--- src/rtl/branch_stack_pkg.sv ---
// Shared sizes and types for the branch checkpoint stack.
package branch_stack_pkg;

    localparam int unsigned ARCH_REG_SZ_R10K           = 32;
    localparam int unsigned PHYS_REG_SZ_R10K           = 64;
    localparam int unsigned PHYS_REG_IDX               = $clog2(PHYS_REG_SZ_R10K);
    localparam int unsigned BRANCH_STACK_DEPTH_DEFAULT = 4;

    typedef logic [BRANCH_STACK_DEPTH_DEFAULT-1:0]           BRANCH_MASK;
    typedef logic [PHYS_REG_SZ_R10K-1:0]                     FREE_LIST_T;
    typedef logic [ARCH_REG_SZ_R10K-1:0][PHYS_REG_IDX-1:0]   MAP_TABLE_T;

endpackage

--- src/rtl/branch_stack_psel_gen.sv ---
// Single-grant priority selector: grants the lowest-index asserted request.
module branch_stack_psel_gen #(
    parameter int unsigned WIDTH = 4
) (
    input  logic [WIDTH-1:0] req,
    output logic [WIDTH-1:0] gnt
);

    logic found;

    // Walk from index 0 upward and stop at the first request.
    always_comb begin
        gnt   = '0;
        found = 1'b0;
        for (int i = 0; i < WIDTH; i++) begin
            if (req[i] && !found) begin
                gnt[i] = 1'b1;
                found  = 1'b1;
            end
        end
    end

endmodule

--- src/rtl/branch_stack.sv ---
// Checkpoint store for speculative branches: snapshots free list and map
// table at branch dispatch, restores and squashes on mispredict.
module branch_stack
    import branch_stack_pkg::*;
#(
    parameter int unsigned BRANCH_STACK_DEPTH = BRANCH_STACK_DEPTH_DEFAULT
) (
    input  logic                          clock,
    input  logic                          reset,
    input  logic                          dispatch_branch_valid,
    input  logic [PHYS_REG_SZ_R10K-1:0]   dispatch_free_list,
    input  MAP_TABLE_T                    dispatch_map_table,
    output logic [BRANCH_STACK_DEPTH-1:0] branch_tag,
    output logic                          stack_full,
    input  logic                          resolve_valid,
    input  logic [BRANCH_STACK_DEPTH-1:0] resolve_tag,
    input  logic                          resolve_mispredict,
    output logic                          restore_flag,
    output logic [PHYS_REG_SZ_R10K-1:0]   free_list_restore,
    output MAP_TABLE_T                    map_table_restore,
    output logic [BRANCH_STACK_DEPTH-1:0] squash_mask,
    output logic [BRANCH_STACK_DEPTH-1:0] resolved_mask,
    output logic [BRANCH_STACK_DEPTH-1:0] live_mask
);

    localparam int unsigned D = BRANCH_STACK_DEPTH;

    logic [D-1:0]                valid_q;
    logic [D-1:0]                valid_d;
    logic [PHYS_REG_SZ_R10K-1:0] free_list_q [D];
    MAP_TABLE_T                  map_table_q [D];
    logic [D-1:0]                older_mask_q [D];
    logic [D-1:0]                older_mask_d [D];

    logic [D-1:0] alloc_gnt;
    logic [D-1:0] hit_mask;
    logic         mispredict;
    logic         correct;
    logic         alloc;

    branch_stack_psel_gen #(
        .WIDTH(D)
    ) u_alloc_sel (
        .req(~valid_q),
        .gnt(alloc_gnt)
    );

    // Allocation and resolve decode, all from registered state.
    always_comb begin
        branch_tag    = alloc_gnt;
        stack_full    = &valid_q;
        live_mask     = valid_q;
        hit_mask      = resolve_valid ? (resolve_tag & valid_q) : '0;
        mispredict    = (|hit_mask) && resolve_mispredict;
        correct       = (|hit_mask) && !resolve_mispredict;
        resolved_mask = correct ? hit_mask : '0;
        restore_flag  = mispredict;
        // An incoming branch is younger than a mispredicted one, so it is dropped.
        alloc         = dispatch_branch_valid && !stack_full && !mispredict;
    end

    // Restore vectors and squash set for a mispredicted checkpoint.
    always_comb begin
        free_list_restore = '0;
        map_table_restore = '0;
        squash_mask       = '0;
        if (mispredict) begin
            squash_mask = hit_mask;
            for (int i = 0; i < D; i++) begin
                if (hit_mask[i]) begin
                    free_list_restore = free_list_restore | free_list_q[i];
                    map_table_restore = map_table_restore | map_table_q[i];
                end
                // Any live entry that recorded the mispredicted tag as older is younger.
                if (valid_q[i] && (|(older_mask_q[i] & hit_mask))) begin
                    squash_mask[i] = 1'b1;
                end
            end
        end
    end

    // Next-state valid bits and age masks.
    always_comb begin
        valid_d = (valid_q & ~squash_mask & ~resolved_mask) | (alloc ? alloc_gnt : '0);
        for (int i = 0; i < D; i++) begin
            older_mask_d[i] = older_mask_q[i] & ~resolved_mask & ~squash_mask;
            // Tag released this cycle is already gone, so it must not be recorded as older.
            if (alloc && alloc_gnt[i]) begin
                older_mask_d[i] = valid_q & ~resolved_mask;
            end
        end
    end

    // Checkpoint state registers; reset wins over resolve and allocation.
    always_ff @(posedge clock) begin
        if (reset) begin
            valid_q <= '0;
            for (int i = 0; i < D; i++) begin
                free_list_q[i]  <= '0;
                map_table_q[i]  <= '0;
                older_mask_q[i] <= '0;
            end
        end else begin
            valid_q <= valid_d;
            for (int i = 0; i < D; i++) begin
                older_mask_q[i] <= older_mask_d[i];
                if (alloc && alloc_gnt[i]) begin
                    free_list_q[i] <= dispatch_free_list;
                    map_table_q[i] <= dispatch_map_table;
                end
            end
        end
    end

endmodule

--- config.mk ---
export PLATFORM = sky130hd
export DESIGN_NAME = branch_stack
export DESIGN_NICKNAME = d
export VERILOG_FILES = /design/src/rtl/branch_stack_pkg.sv /design/src/rtl/branch_stack_psel_gen.sv /design/src/rtl/branch_stack.sv
export SDC_FILE = /design/constraint.sdc
export NUM_CORES = 1
export LEC_CHECK = 0
export CORE_MARGIN = 2
export CORE_UTILIZATION = 50
export DETAILED_ROUTE_END_ITERATION = 12
export PLACE_DENSITY = 0.77
export SLEW_MARGIN = 15
export SYNTH_ARGS = -nofsm -noshare
export SYNTH_HDL_FRONTEND = slang
export SYNTH_SLANG_ARGS = --single-unit
--- constraint.sdc ---
create_clock -name clock -period 9.8 [get_ports clock]
set_input_delay 1.47 -clock clock [delete_from_list [all_inputs] [get_ports clock]]
set_output_delay 1.47 -clock clock [all_outputs]
set_load 0.01 [all_outputs]
==> summary.txt, run 1 <==
Yosys
  • Post-synthesis sequential area ratio: 0.7002
  • Synth Cell Area: 44,380 sq um
  • Synth Instances: approximately 3,200
  • Synthesized Nets: roughly 3,500
  • Synth warnings: 0
  • Count of state elements after synthesis: roughly 1,000
  • Synth unique cells: 43
  • Post-synthesis area per instance: 13.89 sq um

Job
  • Max cap viols: 0

Critical path
  • Worst path max stage delay: 0.81 ns
  • Cell Chain, Critical Path: clkdlybuf4s50_1, and3_4, buf_4, a22oi_1, a21oi_1, clkdlybuf4s50_1
  • Most frequent cell on the critical path: clkdlybuf4s50_1
  • R2R Setup Slk: about 5.7 ns
  • Crit. End Element: output port
  • Reg2reg end: map_table_q[0][106]$_SDFFCE_PN0P_
  • R2R cell count: 7
  • Crit path buf inv count: 3
  • Worst path top cell family by delay: buffers and inverters
  • Critical path type: in -> out
  • WP data arrival: 4.97 ns
  • CP max FO: 65
  • Critical Path Source Type: input port
  • RR Startpoint: live_mask[2]$_SDFF_PP0_
  • Worst path slowest cell: buf_4
  • CP Data Required Time: approximately 8.3 ns

Floorplan
  • Core area: roughly 90,000 sq um
  • Die Width: 301.9 um
  • Die Y: around 300 um
  • Die area: between 90,000 and 100,000 sq um
  • Io pins: 539
  • Starting Density: 0.5037
  • Num rows: 109

Routing
  • Initial drt markers: ~2,800
  • DRT Pass-1 Iters: 9
  • DRC: 0
  • WL met3: approximately 10 mm
  • WL/cell: roughly 24 um
  • Final antenna-violating net count: 0
  • Via Count: ~29,000
  • Max layer used: met5
  • Routed wl met2: a little under 60 mm
  • Met1 WL: ~46 mm
  • Via/cell ratio: between 5 and 6
  • Drt total wl: 118.8 mm

Placement
  • Dpl hpwl: ~65 mm
  • Routability congestion estimate: ~0.85
  • Dpl cells: between 4,000 and 5,000
  • Placed cell areas: a little over 50,000 sq um
  • Port bufs: around 540

Power and ir drop
  • PwrDens: approximately 180 nW/um^2
  • Total power: just under 0.01 W
  • Leakage Power: about 18 nW
  • Max IR drop VDD: around 0.15 mV

Timing
  • Max_slew headroom: 0.2392
  • Setup_tns: 0 ns
  • Final max-slew violation count: 0
  • Fmax: ~160 MHz
  • Count of final setup violators: 0
  • Fin. Hold Viols: 0
  • Final worst path period need: 6.442 ns
  • Unrepaired setup endpoints after global routing: false
  • Fin crit share: 0.6573
  • Layout Skew: ~0.026 ns
  • Least-Margin Pin Slew: ~1.1 ns

Clock tree
  • Post-CTS Resized: 0
  • Clock transition at the registers of the reported paths: approximately 0.060 ns
  • Post-CTS setup repair buffer count: 0
  • CTS tree: yes
  • CTS Hold Buffers Added: 0
  • Clk_lat worst skew: a little under 0.7 ns
  • CTS H-tree lvls: 3
  • CTS Sinks: about 1,000
  • Maximum clock insertion buffer count: 3
  • CTS root buf: clkbuf_16
  • Total CTS buffers: 107

Finish
  • Area delta synth->final: 21.84%
  • Post-route cell area: ~54,000 sq um
  • Fin cells: around 4,900
  • Final nets: slightly below 4,000
  • Filler cells: approximately 6,600
  • Layout cells sized above 1: 0.05706

Hold path
  • Hold Path End: older_mask_q[3][0]$_SDFF_PP0_
  • Hold wc startpoint: older_mask_q[3][0]$_SDFF_PP0_
  • Hold depth: 2
  • Hold crit path type: reg -> reg

GRT
  • First-pass GRT wire length: around 180 mm
  • Overflow after GRT: 0
  • All-Layer GR Usage: 0.2531
  • Vias in the first global route: around 28,000
  • Largest net degree at the start of global routing: about 130
  • Initial antenna violation count: 20

Status
  • Outcome: finished, final reports clean
==> cell families (layout without fill, tap and decap cells) <==
family,count (synthesis),in the layout,share of synthesized area
DFF,1040,1040,0.7002
other,0,13,0
buffers and inverters,273,776,0.02569
AOI/OAI and AO/OA,800,800,0.1221
and+or+nand+nor,1082,1082,0.1521
==> tightest hold or removal path, stage by stage, from the launching register on <==
cell and delay [ns]:
dfxtp_1 0.32, nand2_1 0.06, o22ai_1 0.06
==> registers in the layout, indices dropped and copies added, names as in the netlist <==
register / flops
map_table_q: 768
free_list_q: 256
older_mask_q: 12
live_mask: 4
==> cell usage in the layout, fill, tap and decap left out, types with 2 or more instances in the layout <==
| master | instances |
|---|---|
| clkbuf_16 | 108 |
| inv_16 | 2 |
| nand3b_1 | 2 |
| a32o_1 | 5 |
| a21oi_1 | 256 |
| and3_1 | 2 |
| nand2_1 | 12 |
| and4_1 | 2 |
| a22oi_1 | 512 |
| inv_1 | 4 |
| diode_2 | 13 |
| o22ai_1 | 3 |
| a221o_1 | 3 |
| edfxtp_1 | 1024 |
| clkbuf_1 | 15 |
| a41o_1 | 3 |
| o21ai_0 | 2 |
| clkinvlp_4 | 3 |
| nor3_1 | 2 |
| nand3_1 | 8 |
| dfxtp_1 | 16 |
| clkinv_1 | 32 |
| a31o_2 | 6 |
| nor2b_1 | 4 |
| nand2b_4 | 4 |
| clkinv_4 | 2 |
| nor4_1 | 2 |
| a311oi_2 | 2 |
| clkinv_16 | 2 |
| clkdlybuf4s50_1 | 538 |
| buf_12 | 16 |
| and2_1 | 1026 |
| and3_4 | 7 |
| bufinv_16 | 8 |
| buf_4 | 18 |
| nor2_1 | 5 |
| clkinv_2 | 25 |
==> worst max path at each step <==
stage / from / end / slack [ns] / cells after the start
CTS: resolve_valid / free_list_restore[41] / 3.48 / 6
floorplan: reset / free_list_q[0][0]$_SDFFCE_PN0P_ / 1.06 / 3
detailed placement: resolve_valid / map_table_restore[111] / 3.53 / 6
global route: resolve_valid / map_table_restore[20] / 3.29 / 6
finish: resolve_valid / free_list_restore[41] / 3.36 / 6
global placement: resolve_valid / free_list_restore[41] / 3.56 / 6
==> synth_stat cells, drive strengths merged <==
| cell | number | area (sq um) |
|---|---|---|
| and2 | 1026 | 6419 |
| and4 | 2 | 17.52 |
| nand3b | 2 | 15.01 |
| nand2 | 12 | 45.04 |
| nand2b | 4 | 25.02 |
| and3 | 9 | 61.31 |
| buf | 76 | 370.4 |
| and4b | 1 | 10.01 |
| o21ai | 2 | 10.01 |
| a311oi | 3 | 38.79 |
| edfxtp | 1024 | 30750 |
| a222oi | 1 | 10.01 |
| a32o | 5 | 50.05 |
| nor2b | 4 | 25.02 |
| o21bai | 1 | 7.510 |
| o21a | 1 | 7.510 |
| o22ai | 3 | 18.77 |
| a22oi | 512 | 3844 |
| nor2 | 6 | 25.03 |
| or2 | 1 | 6.260 |
| nor3b | 1 | 12.51 |
| nor4 | 2 | 12.51 |
| a41o | 4 | 40.04 |
| a221o | 3 | 30.03 |
| o31ai | 1 | 7.510 |
| a22o | 1 | 8.760 |
| a31o | 6 | 52.55 |
| nand3 | 8 | 40.04 |
| o311a | 1 | 10.01 |
| dfxtp | 16 | 320.3 |
| nand4b | 1 | 8.760 |
| nor3 | 3 | 26.28 |
| clkbuf | 192 | 750.7 |
| a21oi | 256 | 1281 |
| inv | 5 | 18.76 |
==> cell type report <==
class / instances / area [sq um] / area share
Antenna cell: 13 / 32.53 / 0.0006017
Clock buffer: 123 / 2759 / 0.05103
Clock inverter: 76 / 653.1 / 0.01208
Inverter: 5 / 18.77 / 0.0003471
Multi-Input combinational cell: 1882 / 12240 / 0.2263
Sequential cell: 1040 / 31070 / 0.5746
Tap cell: 1165 / 1458 / 0.02696
Timing Repair Buffer: 572 / 5841 / 0.1080
==> report_power, final <==
group          internal [W]  switching [W]  total [W]
sequential          0.00519      0.0000810    0.00527
clock               0.00224        0.00173    0.00396
combinational      0.000188       0.000339   0.000527
==> through the flow <==
step,hold WS [ns],setup slack [ns],utilization
floorplan,0.4464,1.064,-
global placement,0.4686,3.562,0.5746
detailed placement,0.4713,3.528,0.5746
CTS,0.4825,3.480,0.6133
global route,0.5032,3.287,0.6136
finish,0.4922,3.358,0.6137
==> metal layers <==
metal / up-vias / GRT usage
met4: 14 / 0.09147
met3: 206 / 0.04870
met1: 14260 / 0.3365
li1: 12750 / -
met5: - / 0
met2: 1359 / 0.4170
No activity file was read; power rests on OpenSTA's default activity.
==> run 2, diff against run 1 <==
Clock period 9.8 ns to 6.1 ns, I/O delays scaled along.
==> run 2 against run 1 <==
Net effect:
- sequential share of layout area is 0.60 points lower
- global-route usage is 0.18 points higher
- count of clock-buffer cells in the layout is 8 higher
- highest routed layer unchanged
- non-clock buffer count is 41 higher
- largest power group unchanged
- first-iteration DRC count is 7.5% lower
- critical path type unchanged
==> summary.txt, run 2 (synthesis gave the netlist of run 1 again) <==
Power and ir drop
  • Comb pwr share: 0.057 (+0.003)
  • Sequential power share: 0.538 (-0.002)
  • Total power: 0.01570 W (+61%)
  • Max IR drop VDD: 0.2180 mV (+42%)
  • PwrDens: 287.4 nW/um^2 (+59%)
  • P_sw: 0.003399 W (+58%)
  • Leakage Power: 18.62 nW (+1.5%)
  • Internal power: 0.01230 W (+62%)
  • Clock share of power: 0.405 (about the same)
  • Switching part of the total: 0.2165 (-0.003696)

Clock tree
  • CTS Sinks: 1,040 (unchanged)
  • CTS tree: yes
  • CTS Hold Buffers Added: 0 (unchanged)
  • Clk_lat worst skew: 0.68 ns (about the same)
  • Post-CTS setup repair buffer count: 0 (unchanged)
  • Post-CTS Resized: 0 (unchanged)
  • Maximum clock insertion buffer count: 3 (unchanged)
  • CTS H-tree lvls: 3 (unchanged)
  • CTS root buf: clkbuf_16
  • Total CTS buffers: 107 (unchanged)
  • Clock transition at the registers of the reported paths: 0.06 ns (about the same)

Hold path
  • Hold depth: 2 (unchanged)
  • Hold crit path type: reg -> reg
  • Hold Path End: older_mask_q[1][0]$_SDFF_PP0_
  • Hold wc startpoint: older_mask_q[1][0]$_SDFF_PP0_

GRT
  • Initial antenna violation count: 25 (+25%)
  • Vias in the first global route: 28,790 (+2.5%)
  • Largest net degree at the start of global routing: 135 (+3.1%)
  • Overflow after GRT: 0 (unchanged)
  • First-pass GRT wire length: 176.8 mm (+0.52%)
  • All-Layer GR Usage: 0.2549 (+0.001833)

Floorplan
  • Die Width: 301.9 um (unchanged)
  • Die area: 91,150 sq um (unchanged)
  • Core area: 88,100 sq um (unchanged)
  • Num rows: 109 (unchanged)
  • Die Y: 301.9 um (unchanged)
  • Starting Density: 0.5037 (unchanged)
  • Io pins: 539 (unchanged)

Routing
  • Via/cell ratio: 5.868 (about the same)
  • DRT Pass-1 Iters: 5 (-4)
  • Final antenna-violating net count: 0 (unchanged)
  • Drt total wl: 118.6 mm (-0.13%)
  • WL/cell: 24.10 um (-1.1%)
  • Initial drt markers: 2,633 (-7.5%)
  • Via Count: 28,880 (+1.0%)
  • DRC: 0 (unchanged)

Finish
  • Most common cell after layout, fill and taps aside: and2_1
  • Biggest register: map_table_q
  • Area delta synth->final: 23.12%
  • Layout cells sized above 1: 0.06585 (+0.008788)
  • Biggest regs: map_table_q: 768 flops, free_list_q: 256 flops, older_mask_q: 12 flops
  • Commonest cells after routing, fill and taps aside: and2_1, edfxtp_1, clkdlybuf4s50_1
  • Final nets: 3,914 (+1.1%)
  • Number of flip-flops in the largest register: 768 (unchanged)

Timing
  • Least-Margin Pin Slew: 0.9456 ns (-0.1955 ns)
  • Final worst path period need: just under 5 ns
  • Max_slew headroom: 0.3696 (+0.1303)
  • Count of final setup violators: 0 (unchanged)
  • Fin crit share: 0.7907
  • Setup_tns: 0 ns (unchanged)
  • Unrepaired setup endpoints after global routing: false
  • Layout Skew: 0.02406 ns (-0.001589 ns)
  • Final max-slew violation count: 0 (unchanged)
  • Min Hold Slack: 0.4714 ns (-0.02079 ns)
  • Fmax: ~210 MHz
  • Fin. Hold Viols: 0 (unchanged)

Critical path
  • CP Data Required Time: 5.18 ns (-3.15 ns)
  • R2R Setup Slk: 2.87 ns (-2.85 ns)
  • CP max FO: 33 (-49%)
  • R2R cell count: 6 (-1)
  • Critical path type: in -> out
  • Crit. End Element: output port
  • Critical Path Source Type: input port
  • WP data arrival: 3.91 ns (-1.06 ns)
  • RR Startpoint: live_mask[1]$_SDFF_PP0_
  • Reg2reg end: free_list_q[2][50]$_SDFFCE_PN0P_

Placement
  • Routability congestion estimate: 0.8236 (-2.6%)
  • Port bufs: 538 (unchanged)
  • Dpl hpwl: 67.40 mm (+4.0%)

Job
  • Max cap viols: 0 (unchanged)

Status
  • Outcome: finished, final reports clean
## run 2: cell count changes in the layout (fill, tap and decap cells not counted), moves of 2 or more
cell	change
clkinv_4	-2
diode_2	+8
clkinv_2	-5
inv_6	+2
clkinv_1	-5
buf_4	+22
clkbuf_1	+8
buf_12	+19
## run 2: routing by layer
layer / up-vias / track usage / routed length [um]
met5: - / 0 / 80
met4: 12 / 0.1216 / 5172
met3: 250 / 0.04345 / 8815
met2: 1285 / 0.4137 / 58320
met1: 14470 / 0.3363 / 46210
li1: 12860 / - / -
## run 2: power by group through the flow
stage | clock [W] | combinational (W) | sequential [W]
after global routing | 0.00672 | 0.000962 | 0.00849
final | 0.00635 | 0.000895 | 0.00845
after global placement | 0 | 0.000883 | 0.00857
after CTS | 0.00643 | 0.000903 | 0.00846
after floorplan | 0 | 0.000393 | 0.00863
after detailed placement | 0 | 0.000899 | 0.00860
## run 2: through the flow
stage	setup slack, ns	util	instances	area [sq um]
4_1_cts	1.314	0.6196	4901	54580
5_1_grt	1.142	0.6201	4920	54630
6_report	1.277	0.6201	4922	54640
3_3_place_gp	1.334	0.5808	4705	51170
3_5_place_dp	1.336	0.5808	4705	51170
2_1_floorplan	0.9536	-	3195	44390
## run 2: how the worst max path moves through the flow
| stage | from | slack, ns | end |
|---|---|---|---|
| finish | resolve_valid | 1.28 | free_list_restore[63] |
| global route | resolve_valid | 1.14 | free_list_restore[63] |
| CTS | resolve_valid | 1.31 | free_list_restore[63] |
| detailed placement | resolve_valid | 1.34 | free_list_restore[63] |
| global placement | resolve_valid | 1.33 | free_list_restore[63] |
| floorplan | reset | 0.95 | free_list_q[0][0]$_SDFFCE_PN0P_ |
## run 2: final cells by class
| type | instances | area, sq um |
|---|---|---|
| Fill cell | 6574 | 33470 |
| Inverter | 5 | 18.77 |
| Sequential cell | 1040 | 31070 |
| Timing Repair Buffer | 613 | 6386 |
| Antenna cell | 21 | 52.55 |
| Multi-Input combinational cell | 1882 | 12240 |
| Tap cell | 1165 | 1458 |
| Clock buffer | 131 | 2789 |
| Clock inverter | 65 | 625.6 |
## run 2: critical path: stages
cell             delay (ns)
clkdlybuf4s50_1        0.73
and3_4                 0.68
buf_4                  0.48
a22oi_1                0.16
a21oi_1                0.32
clkdlybuf4s50_1        0.60
